## src/rtl/vtc_640x480.sv

```systemverilog
// rtl/vtc_640x480.sv - 640x480@60 video timing controller: X/Y counters with registered hsync/vsync/active
module vtc_640x480 #(
  parameter int COUNTER_WIDTH = 10,
  parameter int H_ACTIVE      = 640,
  parameter int H_FP          = 16,
  parameter int H_SYNC        = 96,
  parameter int H_BP          = 48,
  parameter int V_ACTIVE      = 480,
  parameter int V_FP          = 10,
  parameter int V_SYNC        = 2,
  parameter int V_BP          = 33,
  parameter bit SYNC_ACTIVE   = 1'b1
) (
  input  logic                     i_clk,
  input  logic                     i_rstn,
  output logic                     o_hsync,
  output logic                     o_vsync,
  output logic                     o_active,
  output logic [COUNTER_WIDTH-1:0] o_counterX,
  output logic [COUNTER_WIDTH-1:0] o_counterY
);

  localparam int H_TOTAL = H_ACTIVE + H_FP + H_SYNC + H_BP;
  localparam int V_TOTAL = V_ACTIVE + V_FP + V_SYNC + V_BP;

  // Every boundary is pre-sized to the counter width so compares never mix widths.
  localparam logic [COUNTER_WIDTH-1:0] C_ONE      = COUNTER_WIDTH'(1);
  localparam logic [COUNTER_WIDTH-1:0] C_H_LAST   = COUNTER_WIDTH'(H_TOTAL - 1);
  localparam logic [COUNTER_WIDTH-1:0] C_V_LAST   = COUNTER_WIDTH'(V_TOTAL - 1);
  localparam logic [COUNTER_WIDTH-1:0] C_H_ACTIVE = COUNTER_WIDTH'(H_ACTIVE);
  localparam logic [COUNTER_WIDTH-1:0] C_V_ACTIVE = COUNTER_WIDTH'(V_ACTIVE);
  localparam logic [COUNTER_WIDTH-1:0] C_HS_START = COUNTER_WIDTH'(H_ACTIVE + H_FP);
  localparam logic [COUNTER_WIDTH-1:0] C_HS_END   = COUNTER_WIDTH'(H_ACTIVE + H_FP + H_SYNC);
  localparam logic [COUNTER_WIDTH-1:0] C_VS_START = COUNTER_WIDTH'(V_ACTIVE + V_FP);
  localparam logic [COUNTER_WIDTH-1:0] C_VS_END   = COUNTER_WIDTH'(V_ACTIVE + V_FP + V_SYNC);

  logic [COUNTER_WIDTH-1:0] r_x;
  logic [COUNTER_WIDTH-1:0] r_y;
  logic                     r_hsync;
  logic                     r_vsync;
  logic                     r_active;

  logic                     w_x_wrap;
  logic                     w_y_wrap;
  logic [COUNTER_WIDTH-1:0] w_x_next;
  logic [COUNTER_WIDTH-1:0] w_y_next;
  logic                     w_active_next;
  logic                     w_hs_in_pulse;
  logic                     w_vs_in_pulse;

  // Next raster position: X wraps every line, Y steps only when X wraps, both wrap at end of frame.
  always_comb begin
    w_x_wrap = (r_x == C_H_LAST);
    w_y_wrap = (r_y == C_V_LAST);
    w_x_next = w_x_wrap ? '0 : (r_x + C_ONE);
    if (w_x_wrap) begin
      w_y_next = w_y_wrap ? '0 : (r_y + C_ONE);
    end else begin
      w_y_next = r_y;
    end
  end

  // Flags are decoded from the next position so the registered flags line up with the registered counters.
  always_comb begin
    w_active_next = (w_x_next < C_H_ACTIVE) && (w_y_next < C_V_ACTIVE);
    w_hs_in_pulse = (w_x_next >= C_HS_START) && (w_x_next < C_HS_END);
    w_vs_in_pulse = (w_y_next >= C_VS_START) && (w_y_next < C_VS_END);
  end

  // Raster counters; reset parks the beam at pixel (0,0).
  always_ff @(posedge i_clk or negedge i_rstn) begin
    if (!i_rstn) begin
      r_x <= '0;
      r_y <= '0;
    end else begin
      r_x <= w_x_next;
      r_y <= w_y_next;
    end
  end

  // Registered flags; reset values are the decode of pixel (0,0).
  always_ff @(posedge i_clk or negedge i_rstn) begin
    if (!i_rstn) begin
      r_active <= 1'b1;
      r_hsync  <= ~SYNC_ACTIVE;
      r_vsync  <= ~SYNC_ACTIVE;
    end else begin
      r_active <= w_active_next;
      r_hsync  <= w_hs_in_pulse ? SYNC_ACTIVE : ~SYNC_ACTIVE;
      r_vsync  <= w_vs_in_pulse ? SYNC_ACTIVE : ~SYNC_ACTIVE;
    end
  end

  assign o_counterX = r_x;
  assign o_counterY = r_y;
  assign o_active   = r_active;
  assign o_hsync    = r_hsync;
  assign o_vsync    = r_vsync;

endmodule

```

## config.mk

```make
export PLATFORM = sky130hd
export DESIGN_NAME = vtc_640x480
export DESIGN_NICKNAME = d
export VERILOG_FILES = /design/src/rtl/vtc_640x480.sv
export SDC_FILE = /design/constraint.sdc
export NUM_CORES = 1
export LEC_CHECK = 0
export CAP_MARGIN = 10
export CELL_PAD_IN_SITES_DETAIL_PLACEMENT = 0
export CELL_PAD_IN_SITES_GLOBAL_PLACEMENT = 1
export CORE_UTILIZATION = 34
export DETAILED_ROUTE_END_ITERATION = 7
export PLACE_DENSITY = 0.79
export SLEW_MARGIN = 10
export SYNTH_ARGS = -nofsm -noshare
export SYNTH_HDL_FRONTEND = slang
export SYNTH_SLANG_ARGS = --single-unit
```

## constraint.sdc

```tcl
create_clock -name i_clk -period 2.2 [get_ports i_clk]
set_input_delay 0.22 -clock i_clk [delete_from_list [all_inputs] [get_ports i_clk]]
set_output_delay 0.22 -clock i_clk [all_outputs]
set_load 0.005 [all_outputs]
```

After elaboration in Yosys (flattened, before gate mapping)
Index checks and enable logic that the tools add are counted.
- order comparisons: 6
- add/sub/neg operators: 2
- reduce and logical (&&, ||, !) cells: 3
- equal/unequal tests: 2
- multiplexer cells: 5
- operators with widths (cell ; number):
    $mux W10 ; 3
    $add A10 B1 Y10 const B ; 2
    $eq A10 B10 Y1 const B ; 2
    $lt A10 B10 Y1 const B ; 2
    $lt A10 B9 Y1 const B ; 2
    $ge A10 B10 Y1 const B ; 1
    $ge A10 B9 Y1 const B ; 1
    $logic_and A1 B1 Y1 ; 3
    $mux W1 ; 2
- word-level logic and storage cells: 23
- input port bits: 2
- register bits after elaboration: 23
- output and inout bits: 23

Longest topological paths before layout
Gate-level depths: netlist of run 1.
- depth after elaboration: 6
- mapped depth: 10
- depth with buffers taken out: 8

Worst setup path before layout of run 1
Ideal clock, no wire load.
- path type: flip-flop to flip-flop
- from: register r_y[0] (netlist: o_counterY[0])
- to: register r_vsync (netlist: o_vsync)
- path slack: 0.098 ns
- buffers on the path: 0
- library setup time: 0.121 ns
- arrival time: 1.981 ns
- required time: 2.079 ns
- clock period less this slack: 2.102 ns
- stages on the path, launching flop included: 9
- cells stage by stage: dfrtp_1 > inv_1 > ha_1 > or4b_4 > or2_1 > or3_4 > nand3_2 > a21oi_1 > and4b_1
- longest elaborated chain between the ends: 6
- elaborated cells on any way between the ends: 8
- classes of those cells: add/sub (1); order compare (2); eq/ne (1); mux (3); reduce/logical (1)
- ends and longest elaborated chain (item ; line ; source):
    from (decl) ; 38 ; logic [COUNTER_WIDTH-1:0] r_y;
    from (signal assigned) ; 77 ; r_y <= w_y_next;
    $add A10 B1 Y10 / $eq A10 B10 Y1 (equally long branches) ; 57, 54 ;
    $mux W10 ; 57 ; w_y_next = w_y_wrap ? '0 : (r_y + C_ONE);
    $mux W10 * ; 56 ; if (w_x_wrap) begin
    $ge A10 B9 Y1 / $lt A10 B9 Y1 (equally long branches) ; 67 ; w_vs_in_pulse = (w_y_next >= C_VS_START) && (w_y_next < C_VS_END);
    $logic_and A1 B1 Y1 * ; 67 ;
    net w_vs_in_pulse ; 49 ; logic w_vs_in_pulse;
    $mux W1 * ; 90 ; r_vsync <= w_vs_in_pulse ? SYNC_ACTIVE : ~SYNC_ACTIVE;
    to (signal assigned) ; 86 ; r_vsync <= ~SYNC_ACTIVE;
    to (signal assigned) ; 90 ;
    to (decl) ; 40 ; logic r_vsync;
The timed path passes the listed nets; every way through them passes the cells marked *.

Worst setup path in the final report of run 1
Ends and elaborated chain as after synthesis.

==> results of run 1 <==
worst min path at each step:
stage	start	end	slack, ps	depth (start not counted)
after floorplan	i_rstn	o_counterX[0]	-80	0
after global placement	o_counterX[0]	o_counterX[0]	500	1
after detailed placement	o_counterX[0]	o_counterX[0]	510	1
after CTS	i_rstn	o_counterY[8]	310	2
after global routing	i_rstn	o_counterY[2]	340	2
final	i_rstn	o_counterY[3]	310	2
stage by stage:
step / std cells / setup slack (ps) / util / area, µm²
2_1_floorplan: 134 / 98.0 / - / 1270
3_3_place_gp: 208 / 116 / 0.466 / 1600
3_5_place_dp: 208 / 43.1 / 0.466 / 1600
4_1_cts: 212 / 21.5 / 0.479 / 1650
5_1_grt: 213 / 2.80 / 0.489 / 1680
6_report: 213 / 45.4 / 0.489 / 1680
cells in the final DEF (no fill, tap or decap), types with 2 or more instances in the layout:
cell type / count
a31oi_1: 2
and3_1: 3
inv_2: 2
buf_4: 10
nor2_1: 7
and2_1: 4
xor2_1: 4
nand3_1: 9
inv_1: 5
a21oi_1: 6
nand4_1: 5
xnor2_1: 7
nand2_1: 11
dfrtp_1: 22
clkbuf_8: 3
o21ai_1: 5
nor2b_1: 2
clkdlybuf4s50_1: 24
ha_1: 2
o21ai_0: 8
nor3_1: 3
state kept, by name, indices dropped and copies added (netlist names):
register	count
o_active	1
o_vsync	1
o_counterY	10
o_hsync	1
o_counterX	10
power by group through the flow:
stage	Combinational [W]	Clock [W]	Sequential, W
3_3_place_gp	0.0000117	0	0.000431
6_report	0.0000111	0.000269	0.000422
4_1_cts	0.0000119	0.000281	0.000422
3_5_place_dp	0.0000119	0	0.000431
5_1_grt	0.0000135	0.000299	0.000423
2_1_floorplan	0.000000000297	0	0.000431
routing by layer:
| metal | track usage | vias up | wire length, µm |
|---|---|---|---|
| met5 | 0 | - | 0 |
| met4 | 0.0814 | 0 | 60 |
| met3 | 0.0308 | 6 | 130 |
| met2 | 0.261 | 34 | 1440 |
| met1 | 0.219 | 535 | 1390 |
| li1 | - | 551 | - |
area by class of cell:
| class | count | share of cell area |
|---|---|---|
| inverter | 7 | 0.0156 |
| sequential | 23 | 0.343 |
| clock buffer | 3 | 0.0246 |
| timing repair buffer | 34 | 0.188 |
| clock inverter | 1 | 0.00298 |
| multi-input combinational | 99 | 0.392 |
| tap | 46 | 0.0342 |
worst reg2reg max path: stages (launching register included):
cell and delay [ps]:
dfrtp_1 400, inv_2 90, ha_4 120, or4b_4 490, or2_4 260, or3_4 380
nand3_2 80, a21oi_1 60, and4b_1 170
repair_timing:
item / in CTS / in global routing
resized for setup: 0 / 7
setup buffers: 0 / 1
endpoints found under the setup margin: 0 / 2
cell usage after synthesis (all sizes together), types with 2 or more instances:
cell and instances:
a21oi 6, a31oi 2, and2 4, and3 4, buf 4, dfrtp 22, ha 3, inv 7
nand2 11, nand3 10, nand4 5, nor2 7, nor2b 2, nor3 3, nor4 2, o21ai 13
xnor2 7, xor2 4
cells by family (layout without fill, tap and decap cells):
kind of cell | Yosys count | in the layout | share of synthesized area
xor+xnor | 11 | 11 | 0.0760
simple gates | 56 | 56 | 0.260
buf+inv | 12 | 45 | 0.0444
compound gates | 29 | 29 | 0.135
fa+ha+maj | 3 | 3 | 0.0296
flops | 23 | 23 | 0.455
==> impl_metrics.toml, run 1 <==
[status]
outcome = "finished clean"

[logic_synthesis]
syn-cell-area_mm2 = 0.00127
yosysTopAreaCellShare = 0.434
ys_ff_latch = 23
ys.flop_type = "dfrtp_1"
yosysWarnings = 0
synth_top_area_cell = "dfrtp_1"
async_flop_share = 1.00
synthDistinctLibCells = 40
seq_area_frac_synth = 0.455
postSynthAreaPerCell_um2 = 9.46
synth_edf_count = 0
yosys-top-cells-area = "dfrtp_1 43%, xnor2_1 4.8%, nand3_1 3.6%"
synth_nets = 139
synth_cells = 134

[power]
clockPowerShare = 0.383
power_switching_w = 0.000151
p_per_area_mw_per_mm2 = 418
switching_share = 0.214
p_int_w = 0.000552
p_seq_frac = 0.601
finalPower_w = 0.000702
leakage_nw = 0.743
pwr-share-comb = 0.016
ir_drop_mv = 0.178

[timing]
skew_ps = 1.43
finalSetupTns_ps = 0
setup_viol = 0
grt_setup_unrepaired = "no"
slew_headroom = 0.707
max_freq_ghz = 0.464
hold_violations = 0
fin_crit_ps = 2150
fin_hold_ws_ps = 309
timing.final.crit_share = 0.979
worst_pin_slew_ps = 438
slew_violations = 0

[worst_setup_path]
worstSetupEndpointType = "flop"
cp_slowest_cell = "or4b_4"
arrival_ps = 2320
worst-path-max-fanout = 3
reg2reg_to = "o_vsync"
critPathTopFamily = "simple AND/OR/NAND/NOR gates"
criticalPathCategory = "reg2reg"
timing.rr.start = "o_counterY[0]"
worstPathRequired_ps = 2360
max_stage_delay_ps = 490
ff2ff_path_depth = 8
crit_end = "o_vsync"
critical_path_depth = 8
crit_chain = "inv_2 > ha_4 > or4b_4 > or2_4 > or3_4 > nand3_2 > a21oi_1 > and4b_1"
critPathLaunchType = "flop"
rrSetupSlack_ps = 50
worst_setup_path_startpoint = "o_counterY[0]"
cp_num_buf_inv = 1

[layout]
layout.nets = 173
antenna_cells = 0
multi_input_area_um2 = 659
regArea_um2 = 577
area_growth_pct = 32.7
drive_gt1_frac = 0.156
fillCellCount = 351

[detailed_routing]
vias_per_cell = 5.29
drtAntennaViolNets = 0
drtIter0Drc = 40
dr.pass1.iters = 4
drt_wl_total_mm = 3.02
routed-via-count = 1126
wl_per_cell_um = 14.2
post-route-drc-count = 0

[floorplanning]
die_width_um = 63.1
die_area_mm2 = 0.00398
fp.dieH_um = 63.1
io_pins = 25
core-area_mm2 = 0.00344
initial_core_util = 0.368
rows = 21

[grt]
grt_usage = 0.167
grt_pass1_vias = 1130
antenna_found_initial = 0
grt_pass1_wl_mm = 5.24
grt_start_max_net_pins = 24
grt-ovfl-total = 0

[clock_tree]
h-tree-depth = 1
cts_inserted_buffers = 3
cts_tree = "done"
ctsHoldBuffers = 0
clock_path_buffers = 2
cts.clk_slew.worst_paths_ps = 90
numClockSinks = 23
clk_latency_ps = 260
clockRootBuffer = "clkbuf_8"

[run]
drv_cap = 0

[placement]
place_hpwl_mm = 2.22
globalplace.congestion = 0.836
port-buffer-count = 24

[hold_path]
hp-class = "in2async"
Note: power is estimated with default switching activity, not from simulation.
==> run 2: changes to the inputs <==
--- a/config.mk
+++ b/config.mk
@@ -10,8 +10,8 @@
 export CELL_PAD_IN_SITES_GLOBAL_PLACEMENT = 1
 export CORE_UTILIZATION = 34
 export DETAILED_ROUTE_END_ITERATION = 7
-export PLACE_DENSITY = 0.79
-export SLEW_MARGIN = 10
+export PLACE_DENSITY_LB_ADDON = 0.1
+export SLEW_MARGIN = 20
 export SYNTH_ARGS = -nofsm -noshare
 export SYNTH_HDL_FRONTEND = slang
 export SYNTH_SLANG_ARGS = --single-unit
==> run 2 against run 1 <==
Non-clock buffer count unchanged. Worst hold slack improved by 8.3 ps. Routed wire length decreased by 3.3%. Cell area decreased by 1.3%. Critical path depth unchanged. Clock power decreased by 5%.
==> impl_metrics.toml, run 2 (synthesis gave the netlist of run 1 again) <==
[grt]
grt_pass1_vias = 1079
grt-ovfl-total = 0
grt_pass1_wl_mm = 4.96
grt_usage = 0.159
antenna_found_initial = 0
grt_start_max_net_pins = 24

[status]
outcome = "finished clean"

[worst_setup_path]
critPathTopFamily = "simple AND/OR/NAND/NOR gates"
critPathLaunchType = "flop"
crit_chain = "inv_2 > ha_1 > or4b_4 > or2_1 > or3_4 > nand3_2 > a21oi_1 > and4b_1"
reg2reg_to = "o_vsync"
timing.rr.start = "o_counterY[0]"
worst-path-max-fanout = 3
arrival_ps = 2250
cp_num_buf_inv = 1
max_stage_delay_ps = 470
ff2ff_path_depth = 8
criticalPathCategory = "reg2reg"
worstSetupEndpointType = "flop"
worstPathRequired_ps = 2350
cp_slowest_cell = "or4b_4"
rrSetupSlack_ps = 100

[floorplanning]
core-area_mm2 = 0.00344
io_pins = 25
die_width_um = 63.1
fp.dieH_um = 63.1
die_area_mm2 = 0.00398
initial_core_util = 0.368
rows = 21

[timing]
worst_pin_slew_ps = 510
slew_headroom = 0.659
setup_viol = 0
max_freq_ghz = 0.477
skew_ps = 2.83
slew_violations = 0
finalSetupTns_ps = 0
fin_crit_ps = 2100
timing.final.crit_share = 0.954
hold_violations = 0
grt_setup_unrepaired = "no"

[layout]
drive_gt1_frac = 0.138
final_common_cell = "clkdlybuf4s50_1"
layout.nets = 173
mostFrequentLayoutCells = "24 x clkdlybuf4s50_1, 22 x dfrtp_1, 11 x nand2_1"
area_growth_pct = 31.0
utilization = 0.482
antenna_cells = 0

[clock_tree]
cts.clk_slew.worst_paths_ps = 80
cts_tree = "done"
ctsHoldBuffers = 0
h-tree-depth = 1
clockRootBuffer = "clkbuf_8"
postCtsSetupRepairBufs = 0
clock_path_buffers = 2
clk_latency_ps = 260
numClockSinks = 23
cts_inserted_buffers = 3
cts_resized = 0

[placement]
port-buffer-count = 24
place_hpwl_mm = 2.20
globalplace.congestion = 0.818

[power]
switching_share = 0.196
leakage_nw = 0.739
pwr-share-comb = 0.016
power_switching_w = 0.000135
clockPowerShare = 0.371
p_int_w = 0.000554
ir_drop_mv = 0.260
p_per_area_mw_per_mm2 = 415
p_seq_frac = 0.613

[detailed_routing]
post-route-drc-count = 0
vias_per_cell = 5.17
drt_wl_total_mm = 2.92
drtIter0Drc = 26
dr.pass1.iters = 4
routed-via-count = 1102
drtAntennaViolNets = 0
wl_per_cell_um = 13.7

[run]
drv_cap = 0

[hold_path]
hp-class = "in2async"
run 2: worst max-delay path by stage:
stage	from	endpoint	slack [ps]	cells past startpoint
final	o_counterY[0]	o_vsync	100	8
after global placement	o_counterY[0]	o_vsync	110	8
after global routing	o_counterY[0]	o_vsync	10	8
after CTS	o_counterY[0]	o_vsync	70	8
after floorplan	o_counterY[0]	o_vsync	100	8
after detailed placement	o_counterY[0]	o_vsync	80	8
run 2: area by class of cell:
cell class / instances / area, µm²
tap: 46 / 57.6
fill: 341 / 1780
inverter: 7 / 26.3
multi-input combinational: 99 / 639
clock buffer: 4 / 45.0
timing repair buffer: 34 / 315
sequential: 23 / 577
run 2: through the flow:
step	hold WS [ps]	total power (W)	area [µm²]	instances	setup slack, ps
floorplan	-75.6	0.000431	1270	134	98.0
global placement	496	0.000443	1610	209	109
detailed placement	509	0.000443	1610	209	84.2
CTS	332	0.000701	1660	213	71.1
global route	350	0.000724	1660	213	10.8
finish	317	0.000689	1660	213	102
run 2: power by group through the flow:
stage / sequential (W) / combinational [W] / clock, W
2_1_floorplan: 0.000431 / 0.000000000297 / 0
4_1_cts: 0.000422 / 0.0000122 / 0.000267
3_3_place_gp: 0.000431 / 0.0000118 / 0
5_1_grt: 0.000422 / 0.0000133 / 0.000288
3_5_place_dp: 0.000431 / 0.0000121 / 0
6_report: 0.000422 / 0.0000110 / 0.000256
run 2: worst reg2reg max path, stage by stage (launching register included):
cell and delay (ps):
dfrtp_1 390, inv_2 70, ha_1 130, or4b_4 470, or2_1 250, or3_4 340, nand3_2 90, a21oi_1 60
and4b_1 190
run 2: layer usage:
metal / vias up / track usage / share of wire / wire length, µm
met5: - / 0 / 0 / 0
met4: 0 / 0.0436 / 0.0051 / 15
met3: 2 / 0.0217 / 0.028 / 83
met2: 18 / 0.266 / 0.49 / 1430
met1: 536 / 0.213 / 0.48 / 1400
li1: 546 / - / - / -
==> run 3: changes to the inputs <==
--- a/config.mk
+++ b/config.mk
@@ -8,6 +8,7 @@
 export CAP_MARGIN = 10
 export CELL_PAD_IN_SITES_DETAIL_PLACEMENT = 0
 export CELL_PAD_IN_SITES_GLOBAL_PLACEMENT = 1
+export CORE_MARGIN = 4
 export CORE_UTILIZATION = 34
 export DETAILED_ROUTE_END_ITERATION = 7
 export PLACE_DENSITY_LB_ADDON = 0.1
==> run 3 against run 2 <==
Cell area up 3.2%. Total power up 2.4%. Largest power group unchanged. Worst setup slack better by 3.7 ps. Critical endpoint unchanged. Maximum frequency up 0.18%.
==> impl_metrics.toml, run 3 (synthesis gave the netlist of run 1 again) <==
[layout]
layout.nets = 178
antenna_cells = 0
final_cell_area_mm2 = 0.00171
final_common_cell = "clkdlybuf4s50_1"
mostFrequentLayoutCells = "24 x clkdlybuf4s50_1, 22 x dfrtp_1, 15 x buf_4"
utilization = 0.494
drive_gt1_frac = 0.169
area_growth_pct = 35.1
fillCellCount = 359

[detailed_routing]
drtAntennaViolNets = 0
post-route-drc-count = 0
routed-via-count = 1113
drt_wl_total_mm = 3.11
vias_per_cell = 5.11
dr.pass1.iters = 4
drtIter0Drc = 62
wl_per_cell_um = 14.3

[worst_setup_path]
worstSetupEndpointType = "flop"
criticalPathCategory = "reg2reg"
max_stage_delay_ps = 480
critPathLaunchType = "flop"
worst-path-max-fanout = 3
cp_num_buf_inv = 1
ff2ff_path_depth = 8
cp_slowest_cell = "or4b_4"
critPathTopFamily = "simple AND/OR/NAND/NOR gates"
arrival_ps = 2260
worstPathRequired_ps = 2360
critical_path_depth = 8
crit_chain = "inv_2 > ha_1 > or4b_4 > or2_1 > or3_4 > nand3_2 > a21oi_1 > and4b_1"

[floorplanning]
fp.dieH_um = 69.1
rows = 21
initial_core_util = 0.365
die_area_mm2 = 0.00477
die_width_um = 69.1
core-area_mm2 = 0.00347
io_pins = 25

[placement]
place_area_mm2 = 0.00163
place_hpwl_mm = 2.39
globalplace.congestion = 0.834
port-buffer-count = 24

[timing]
finalSetupTns_ps = 0
fin_crit_ps = 2090
setup_viol = 0
max_freq_ghz = 0.478
grt_setup_unrepaired = "no"
hold_violations = 0
skew_ps = 1.56
slew_headroom = 0.652
slew_violations = 0
timing.final.crit_share = 0.952
worst_pin_slew_ps = 521

[clock_tree]
cts_tree = "done"
clock_path_buffers = 2
h-tree-depth = 1
cts.clk_slew.worst_paths_ps = 90
clockRootBuffer = "clkbuf_8"
numClockSinks = 23
clk_latency_ps = 270
cts_inserted_buffers = 3

[status]
outcome = "finished clean"

[grt]
antenna_found_initial = 0
grt_usage = 0.144
grt-ovfl-total = 0
grt_start_max_net_pins = 14
grt_pass1_vias = 1151
grt_pass1_wl_mm = 5.64

[power]
leakage_nw = 0.763
p_per_area_mw_per_mm2 = 412
ir_drop_mv = 0.192

[hold_path]
hp-class = "in2async"

[run]
drv_cap = 0
==> run 3: cell types whose count changed in the layout (fill, tap and decap cells not counted), sizes merged <==
cell | previous run | this run
buf | 10 | 15
clkbuf | 4 | 3
clkinv | 0 | 1
==> run 3: path summary, 6_finish.rpt <==
kind / to / start / slack [ps]
setup / recovery: o_vsync / o_counterY[0] / 110
hold / removal: o_counterY[4] / i_rstn / 290
setup reg to reg: o_vsync / o_counterY[0] / 110
hold reg to reg: o_counterX[1] / o_counterX[0] / 530
max in group asynchronous: o_counterX[6] / i_rstn / 1340
min in group i_clk: o_counterX[1] / o_counterX[0] / 530
==> run 3: worst register-to-register path, cell delays in order, from the launching register on <==
cell and delay [ps]:
dfrtp_1 390, inv_2 70, ha_1 130, or4b_4 480, or2_1 260, or3_4 340
nand3_2 80, a21oi_1 70, and4b_1 170
==> run 3: report_power, final <==
group	internal [W]	switching [W]	total, W
Combinational	0.00000271	0.00000861	0.0000113
Clock	0.000127	0.000145	0.000272
Sequential	0.000422	0	0.000422
==> run 3: final cells by class <==
type / instances / area (µm²) / area share
Multi-Input combinational cell: 99 / 653 / 0.381
Sequential cell: 23 / 577 / 0.337
Timing Repair Buffer: 39 / 353 / 0.206
Tap cell: 46 / 57.6 / 0.0336
Clock buffer: 3 / 41.3 / 0.0241
Inverter: 7 / 26.3 / 0.0153
Clock inverter: 1 / 5.00 / 0.00292
==> run 3: per-stage QoR <==
stage | total power (W) | worst slack [ps] | std cells | hold WS, ps
after global placement | 0.000443 | 91.3 | 211 | 495
after detailed placement | 0.000443 | 61.9 | 211 | 510
after floorplan | 0.000431 | 98.0 | 134 | -75.6
after CTS | 0.000713 | 41.5 | 215 | 309
final | 0.000706 | 106 | 218 | 290
after global routing | 0.000737 | 18.4 | 218 | 334
==> run 3: repair_timing <==
item	4_1_cts	5_1_grt
hold buffers	0	0
buffers inserted	0	3
resized for setup	0	5
endpoints found under the setup margin	0	2
hold endpoints to repair	0	0
==> run 3: routing by layer <==
metal  share of wire  track usage  vias to the layer above
met1            0.50        0.205                      527
li1                -            -                      558
met4           0.012       0.0456                        0
met2            0.44        0.217                       24
met5               0            0                        -
met3           0.052       0.0320                        4
